### src/rtl/sap_ctrl_pkg.sv
// Shared types for the SAP control sequencer: opcodes, FSM states and the 16-bit control word.
// The optional single-step feature of the sequencer is enabled with CTRL_STEP_EN.
package sap_ctrl_pkg;

  localparam int unsigned DATA_W       = 8;
  localparam int unsigned T_STATES_DEF = 6;
  localparam int unsigned TW           = 3;
  localparam int unsigned OP_W         = 4;
  localparam int unsigned CTRL_W       = 16;

  typedef enum logic [OP_W-1:0] {
    OP_NOP = 4'h0,
    OP_LDA = 4'h1,
    OP_ADD = 4'h2,
    OP_SUB = 4'h3,
    OP_STA = 4'h4,
    OP_LDI = 4'h5,
    OP_JMP = 4'h6,
    OP_JC  = 4'h7,
    OP_JZ  = 4'h8,
    OP_OUT = 4'hE,
    OP_HLT = 4'hF
  } opcode_t;

  typedef enum logic [1:0] {
    IDLE = 2'd0,
    RUN  = 2'd1,
    HALT = 2'd2
  } fsm_t;

  // Control word, MSB first; fields ending in _ are active-low chip enables.
  typedef struct packed {
    logic rsvd;
    logic pc_out_;
    logic pc_load_;
    logic pc_inc;
    logic mar_load_;
    logic ram_cs_;
    logic ram_we_;
    logic ir_load_;
    logic ir_out_;
    logic a_load_;
    logic a_out_;
    logic b_load_;
    logic alu_out_;
    logic alu_sub;
    logic flag_load;
    logic out_load_;
  } ctrl_t;

  localparam ctrl_t CTRL_IDLE = '{
    rsvd:      1'b0,
    pc_out_:   1'b1,
    pc_load_:  1'b1,
    pc_inc:    1'b0,
    mar_load_: 1'b1,
    ram_cs_:   1'b1,
    ram_we_:   1'b1,
    ir_load_:  1'b1,
    ir_out_:   1'b1,
    a_load_:   1'b1,
    a_out_:    1'b1,
    b_load_:   1'b1,
    alu_out_:  1'b1,
    alu_sub:   1'b0,
    flag_load: 1'b0,
    out_load_: 1'b1
  };

  // Word shown while waiting for a step: bus drivers kept, every state-changing strobe released.
  function automatic ctrl_t hold_strobes(input ctrl_t c);
    ctrl_t h;
    h           = c;
    h.pc_load_  = 1'b1;
    h.pc_inc    = 1'b0;
    h.mar_load_ = 1'b1;
    h.ir_load_  = 1'b1;
    h.a_load_   = 1'b1;
    h.b_load_   = 1'b1;
    h.out_load_ = 1'b1;
    h.flag_load = 1'b0;
    // a write step must not turn into a RAM read that fights a_out_
    if (!c.ram_we_) h.ram_cs_ = 1'b1;
    h.ram_we_   = 1'b1;
    return h;
  endfunction

endpackage

### src/rtl/sap_ctrl_decode.sv
// Combinational microcode ROM: (tstate, opcode, flags) -> control word plus end-of-instruction flag.
module sap_ctrl_decode
  import sap_ctrl_pkg::*;
(
  input  logic [TW-1:0]   tstate,
  input  logic [OP_W-1:0] opcode,
  input  logic            flag_c,
  input  logic            flag_z,
  output ctrl_t           ctrl,
  output logic            last_step
);

  opcode_t op;
  assign op = opcode_t'(opcode);

  always_comb begin
    ctrl      = CTRL_IDLE;
    last_step = 1'b0;
    case (tstate)
      3'd0: begin
        ctrl.pc_out_   = 1'b0;
        ctrl.mar_load_ = 1'b0;
      end
      3'd1: begin
        ctrl.ram_cs_  = 1'b0;
        ctrl.ir_load_ = 1'b0;
        ctrl.pc_inc   = 1'b1;
      end
      default: begin
        case (op)
          OP_LDA, OP_ADD, OP_SUB, OP_STA: begin
            // memory-operand group: T2 always latches the address field into MAR
            case (tstate)
              3'd2: begin
                ctrl.ir_out_   = 1'b0;
                ctrl.mar_load_ = 1'b0;
              end
              3'd3: begin
                if (op == OP_STA) begin
                  ctrl.a_out_  = 1'b0;
                  ctrl.ram_cs_ = 1'b0;
                  ctrl.ram_we_ = 1'b0;
                  last_step    = 1'b1;
                end else if (op == OP_LDA) begin
                  ctrl.ram_cs_ = 1'b0;
                  ctrl.a_load_ = 1'b0;
                  last_step    = 1'b1;
                end else begin
                  ctrl.ram_cs_  = 1'b0;
                  ctrl.b_load_  = 1'b0;
                end
              end
              3'd4: begin
                if (op == OP_ADD || op == OP_SUB) begin
                  ctrl.alu_out_  = 1'b0;
                  ctrl.a_load_   = 1'b0;
                  ctrl.flag_load = 1'b1;
                  ctrl.alu_sub   = (op == OP_SUB);
                  last_step      = 1'b1;
                end
              end
              default: ;
            endcase
          end
          OP_LDI: begin
            if (tstate == 3'd2) begin
              ctrl.ir_out_ = 1'b0;
              ctrl.a_load_ = 1'b0;
              last_step    = 1'b1;
            end
          end
          OP_JMP, OP_JC, OP_JZ: begin
            if (tstate == 3'd2) begin
              if (op == OP_JMP || (op == OP_JC && flag_c) || (op == OP_JZ && flag_z)) begin
                ctrl.ir_out_  = 1'b0;
                ctrl.pc_load_ = 1'b0;
              end
              last_step = 1'b1;
            end
          end
          OP_OUT: begin
            if (tstate == 3'd2) begin
              ctrl.a_out_    = 1'b0;
              ctrl.out_load_ = 1'b0;
              last_step      = 1'b1;
            end
          end
          default: begin
            // HLT and all unused opcodes spend one empty execute step
            if (tstate == 3'd2) last_step = 1'b1;
          end
        endcase
      end
    endcase
  end

endmodule

### src/rtl/sap_control_sequencer.sv
// SAP microcode sequencer: T-state counter, IDLE/RUN/HALT FSM, C/Z flags and bus control word.
// Define CTRL_STEP_EN to add the single-step input (tstate advances only on step rising edges).
module sap_control_sequencer
  import sap_ctrl_pkg::*;
#(
  parameter int unsigned N        = DATA_W,
  parameter int unsigned T_STATES = T_STATES_DEF
) (
  input  logic            clk,
  input  logic            reset,
  input  logic            run,
  input  logic [OP_W-1:0] opcode,
  input  logic [N-1:0]    alu_s,
  input  logic            alu_k,
`ifdef CTRL_STEP_EN
  input  logic            step,
`endif
  output ctrl_t           ctrl,
  output logic [TW-1:0]   tstate,
  output logic            halted,
  output logic            flag_c,
  output logic            flag_z
);

  fsm_t          state, state_nxt;
  logic [TW-1:0] tstate_nxt;
  ctrl_t         dec_ctrl;
  logic          last_step;
  logic          end_slot;
  logic          hlt_seen;
  logic          adv;

  sap_ctrl_decode u_decode (
    .tstate    (tstate),
    .opcode    (opcode),
    .flag_c    (flag_c),
    .flag_z    (flag_z),
    .ctrl      (dec_ctrl),
    .last_step (last_step)
  );

`ifdef CTRL_STEP_EN
  logic [2:0] step_sync;

  // two-flop synchroniser plus one delayed copy for rising-edge detect
  always_ff @(posedge clk) begin
    if (reset) step_sync <= '0;
    else       step_sync <= {step_sync[1:0], step};
  end

  assign adv = step_sync[1] & ~step_sync[2];
`else
  assign adv = 1'b1;
`endif

  assign end_slot = last_step || (tstate == TW'(T_STATES - 1));
  assign hlt_seen = (opcode_t'(opcode) == OP_HLT) && (tstate == 3'd2);

  always_ff @(posedge clk) begin
    if (reset) begin
      state  <= IDLE;
      tstate <= '0;
      halted <= 1'b0;
    end else begin
      state  <= state_nxt;
      tstate <= tstate_nxt;
      halted <= (state_nxt == HALT);
    end
  end

  always_comb begin
    state_nxt  = state;
    tstate_nxt = tstate;
    ctrl       = CTRL_IDLE;
    case (state)
      IDLE: begin
        tstate_nxt = '0;
        if (run) state_nxt = RUN;
      end
      RUN: begin
        ctrl = dec_ctrl;
        if (!adv) begin
          ctrl = hold_strobes(dec_ctrl);
        end else if (end_slot) begin
          // instruction boundary: the only place run and HLT are honoured
          tstate_nxt = '0;
          if (hlt_seen)  state_nxt = HALT;
          else if (!run) state_nxt = IDLE;
        end else begin
          tstate_nxt = TW'(tstate + 3'd1);
        end
      end
      HALT: begin
        tstate_nxt = '0;
      end
      default: begin
        state_nxt  = IDLE;
        tstate_nxt = '0;
      end
    endcase
    if (reset) ctrl = CTRL_IDLE;
  end

  // Flags capture the adder result only on the ALU write-back step.
  always_ff @(posedge clk) begin
    if (reset) begin
      flag_c <= 1'b0;
      flag_z <= 1'b0;
    end else if (ctrl.flag_load) begin
      flag_c <= alu_k;
      flag_z <= (alu_s == '0);
    end
  end

  logic [4:0] bus_drv;
  assign bus_drv = {~ctrl.pc_out_, ~ctrl.ir_out_, ~ctrl.ram_cs_ & ctrl.ram_we_,
                    ~ctrl.a_out_, ~ctrl.alu_out_};

  a_one_bus_driver: assert property (@(posedge clk) disable iff (reset) $onehot0(bus_drv));

  a_we_single_cycle: assert property (@(posedge clk) disable iff (reset)
    !ctrl.ram_we_ |=> ctrl.ram_we_);

`ifndef CTRL_STEP_EN
  a_we_after_mar: assert property (@(posedge clk) disable iff (reset)
    !ctrl.ram_we_ |-> $past(!ctrl.mar_load_));
`endif

endmodule

### config.mk
export PLATFORM = sky130hd
export DESIGN_NAME = sap_control_sequencer
export DESIGN_NICKNAME = d
export VERILOG_FILES = /design/src/rtl/sap_ctrl_pkg.sv /design/src/rtl/sap_ctrl_decode.sv /design/src/rtl/sap_control_sequencer.sv
export SDC_FILE = /design/constraint.sdc
export NUM_CORES = 1
export LEC_CHECK = 0
export ABC_CLOCK_PERIOD_IN_PS = 2900
export CORE_MARGIN = 1
export CORE_UTILIZATION = 41
export DETAILED_ROUTE_END_ITERATION = 12
export GPL_TIMING_DRIVEN = 0
export PLACE_DENSITY = 0.86
export SYNTH_ARGS = -nofsm -noshare
export SYNTH_HDL_FRONTEND = slang
export SYNTH_HIERARCHICAL = 1
export SYNTH_SLANG_ARGS = --single-unit
### constraint.sdc
create_clock -name clk -period 2.9 [get_ports clk]
set_input_delay 0.87 -clock clk [delete_from_list [all_inputs] [get_ports clk]]
set_output_delay 0.87 -clock clk [all_outputs]
set_load 0.02 [all_outputs]
==> results.sh <==
export IMPL_synth_ff_type="dfxtp_1"
export IMPL_endpoint_kind="output port"
export IMPL_cts_buffer_depth=2
export IMPL_clkLatencyLatePin_ps=250
export IMPL_hpwlAfterDp_um=1720
export IMPL_slew_violations=0
export IMPL_p_leak_nw=0.651
export IMPL_cp_max_fo=4
export IMPL_die_x_um=47.0
export IMPL_dieArea_um2=2210
export IMPL_syn_to_final_growth_pct=81.8
export IMPL_grt_overflow_total=0
export IMPL_timing_fmax_mhz=329
export IMPL_first_iter_violations=43
export IMPL_synth_distinct_cells=43
export IMPL_grt_pass1_wl_um=4130
export IMPL_hold_path_startpoint="flag_c"
export IMPL_r2r_start="tstate[0]"
export IMPL_wl_per_cell_um=16.2
export IMPL_track_usage=0.265
export IMPL_power_density_nw_per_um2=211
export IMPL_vdd_drop_max_uv=267
export IMPL_first_pass_iters=4
export IMPL_fin_tns_setup_ps=-564
export IMPL_cts_clk_slew_worst_paths_ps=50
export IMPL_fin_nets=190
export IMPL_antenna_found_initial=0
export IMPL_drt_total_wl_um=3150
export IMPL_drive_above_1_share=0.391
export IMPL_worstPathArrival_ps=2170
export IMPL_syn_inst=113
export IMPL_cts_buffers_inserted=3
export IMPL_yosysWarnings=6
export IMPL_clock_skew_ps=5.95
export IMPL_drc=0
export IMPL_cp_required_ps=2030
export IMPL_setup_viol=7
export IMPL_yosysSeqAreaShare=0.193
export IMPL_rows=15
export IMPL_status="complete, but fails checks"
export IMPL_tightestPinTransition_ps=580
export IMPL_placed_cell_area_um2=1230
export IMPL_start_kind="primary input"
export IMPL_cts_tree="built"
export IMPL_netlist_area_um2=831
export IMPL_maxCapViolCount=0
export IMPL_place_congestion=0.894
export IMPL_hold_class="flip-flop to flip-flop"
export IMPL_initial_core_util=0.456
export IMPL_period_share=1.05
export IMPL_avgSynthCellArea_um2=7.35
export IMPL_fin_crit_ps=3040
export IMPL_postCtsHoldBufs=0
export IMPL_cts_sinks=8
export IMPL_path_class="primary input to output port"
export IMPL_vias=1080
export IMPL_fp_coreArea_um2=1820
export IMPL_fp_dieH_um=47.0
export IMPL_setup_slack_ps=-141
export IMPL_syn_nets=132
export IMPL_grt_setup_unrepaired="true"
export IMPL_ys_seq_elements=8
export IMPL_pin_count=38
export IMPL_cts_root_buf="clkbuf_4"
export IMPL_port_buffers=36
export IMPL_post_drt_via_cell_ratio=5.57
export IMPL_hold_viol=0
export IMPL_slew_headroom=0.613
export IMPL_async_reset_ff_frac=0
export IMPL_synth_edf_count=0
export IMPL_startpoint="opcode[3]"
export IMPL_num_antenna_cells=0
export IMPL_antenna_left=0
export IMPL_violations="setup timing"
export IMPL_htreeDepth=1
export IMPL_grt_max_degree=12
export IMPL_final_area_um2=1510
export IMPL_first_global_vias=937
[synth_stat cells (2+ instances only)]
cell / n / area (um^2)
nand2b_1: 16 / 100
a21oi_1: 4 / 20.0
nor2b_1: 5 / 31.3
nor4_1: 2 / 12.5
nor3b_2: 2 / 25.0
or3_1: 2 / 12.5
buf_2: 3 / 15.0
dfxtp_1: 8 / 160
nand3_1: 3 / 15.0
nor3_1: 2 / 10.0
and2_1: 3 / 18.8
nand4_1: 5 / 31.3
o21ai_0: 5 / 25.0
nor2_1: 7 / 26.3
ha_1: 3 / 37.5
nand2_1: 8 / 30.0
a21o_1: 2 / 15.0
nor3b_1: 2 / 15.0
inv_1: 4 / 15.0
clkbuf_1: 3 / 11.3
o21ai_2: 2 / 17.5
[power breakdown]
group | leakage (nW) | internal [mW] | total, mW | switching (mW)
logic | 0.572 | 0.0648 | 0.119 | 0.0540
clock network | 0.0138 | 0.0472 | 0.0829 | 0.0357
registers | 0.0650 | 0.112 | 0.117 | 0.00450
[path summary, 6_finish.rpt]
| check | to | depth (start not counted) | slack (ps) |
|---|---|---|---|
| worst min register to register | flag_c | 2 | 510 |
| worst max-delay path | ctrl[2] | 7 | -140 |
| worst max register to register | state[0] | 7 | 730 |
| worst min-delay path | flag_c | 2 | 510 |
[flip-flops by register name, indices dropped and copies added, names as in the netlist]
signal  flops
tstate      3
flag_z      1
flag_c      1
halted      1
state       2
[cells in the final DEF (no fill, tap or decap), types with 2 or more instances in the layout]
master,instances
buf_4,18
and2_4,2
and2_1,2
clkbuf_4,4
nor4_1,2
nand2_1,8
o21ai_1,2
clkdlybuf4s50_1,16
ha_1,3
inv_1,4
o21ai_2,3
o21ai_0,2
buf_6,13
dfxtp_1,8
buf_12,2
buf_2,2
nor3b_4,2
nand2b_4,6
nor2b_1,4
dlygate4sd2_1,4
nand2b_1,10
a21oi_1,3
a21o_1,2
nor2_1,6
nand3_1,3
nand4_1,5
nor3b_1,2
nor3_1,2
[through the flow]
step	total power [mW]	hold slack (ps)	setup WS (ps)	std cells	utilization
CTS	0.300	486	-193	187	0.763
detailed placement	0.202	487	-1170	174	0.678
floorplan	0.164	444	-9.08	113	-
global placement	0.200	474	-1110	174	0.678
global route	0.335	532	-177	194	0.830
finish	0.318	507	-141	194	0.830
[critical path, stage by stage]
cell	delay [ps]
buf_8	110
or3b_4	420
nor3b_4	250
inv_2	80
nor3b_2	170
and2_4	160
buf_6	110
[final cells by class]
class / instances / area (um^2)
buffer: 6 / 48.8
clock buffer: 3 / 22.5
multi-input combinational: 92 / 698
timing repair buffer: 55 / 531
inverter: 5 / 18.8
tap: 25 / 31.3
sequential: 8 / 160
fill: 118 / 310
[routing by layer]
| layer | wire length [um] | GRT usage | vias to the layer above | share of wire |
|---|---|---|---|---|
| met4 | 53 | 0.0914 | 0 | 0.017 |
| met2 | 1720 | 0.489 | 59 | 0.54 |
| met5 | 0 | 0 | - | 0 |
| met3 | 147 | 0.0231 | 6 | 0.047 |
| met1 | 1230 | 0.318 | 509 | 0.39 |
| li1 | - | - | 506 | - |
[timing repair]
action,4_1_cts,5_1_grt
setup endpoints to repair,15,15
resized for setup,96,23
gates cloned,0,1
setup buffers,10,9
pin swaps,7,11
[kinds of logic after synthesis]
logic type,count (synthesis),synth area share
and+or+nand+nor,65,0.488
AOI/OAI and AO/OA,22,0.181
buffers and inverters,13,0.0768
DFF,8,0.193
adders and majority gates,3,0.0452
muxes,1,0.0120
other,1,0.00451
(Power assumes the default switching activity.)
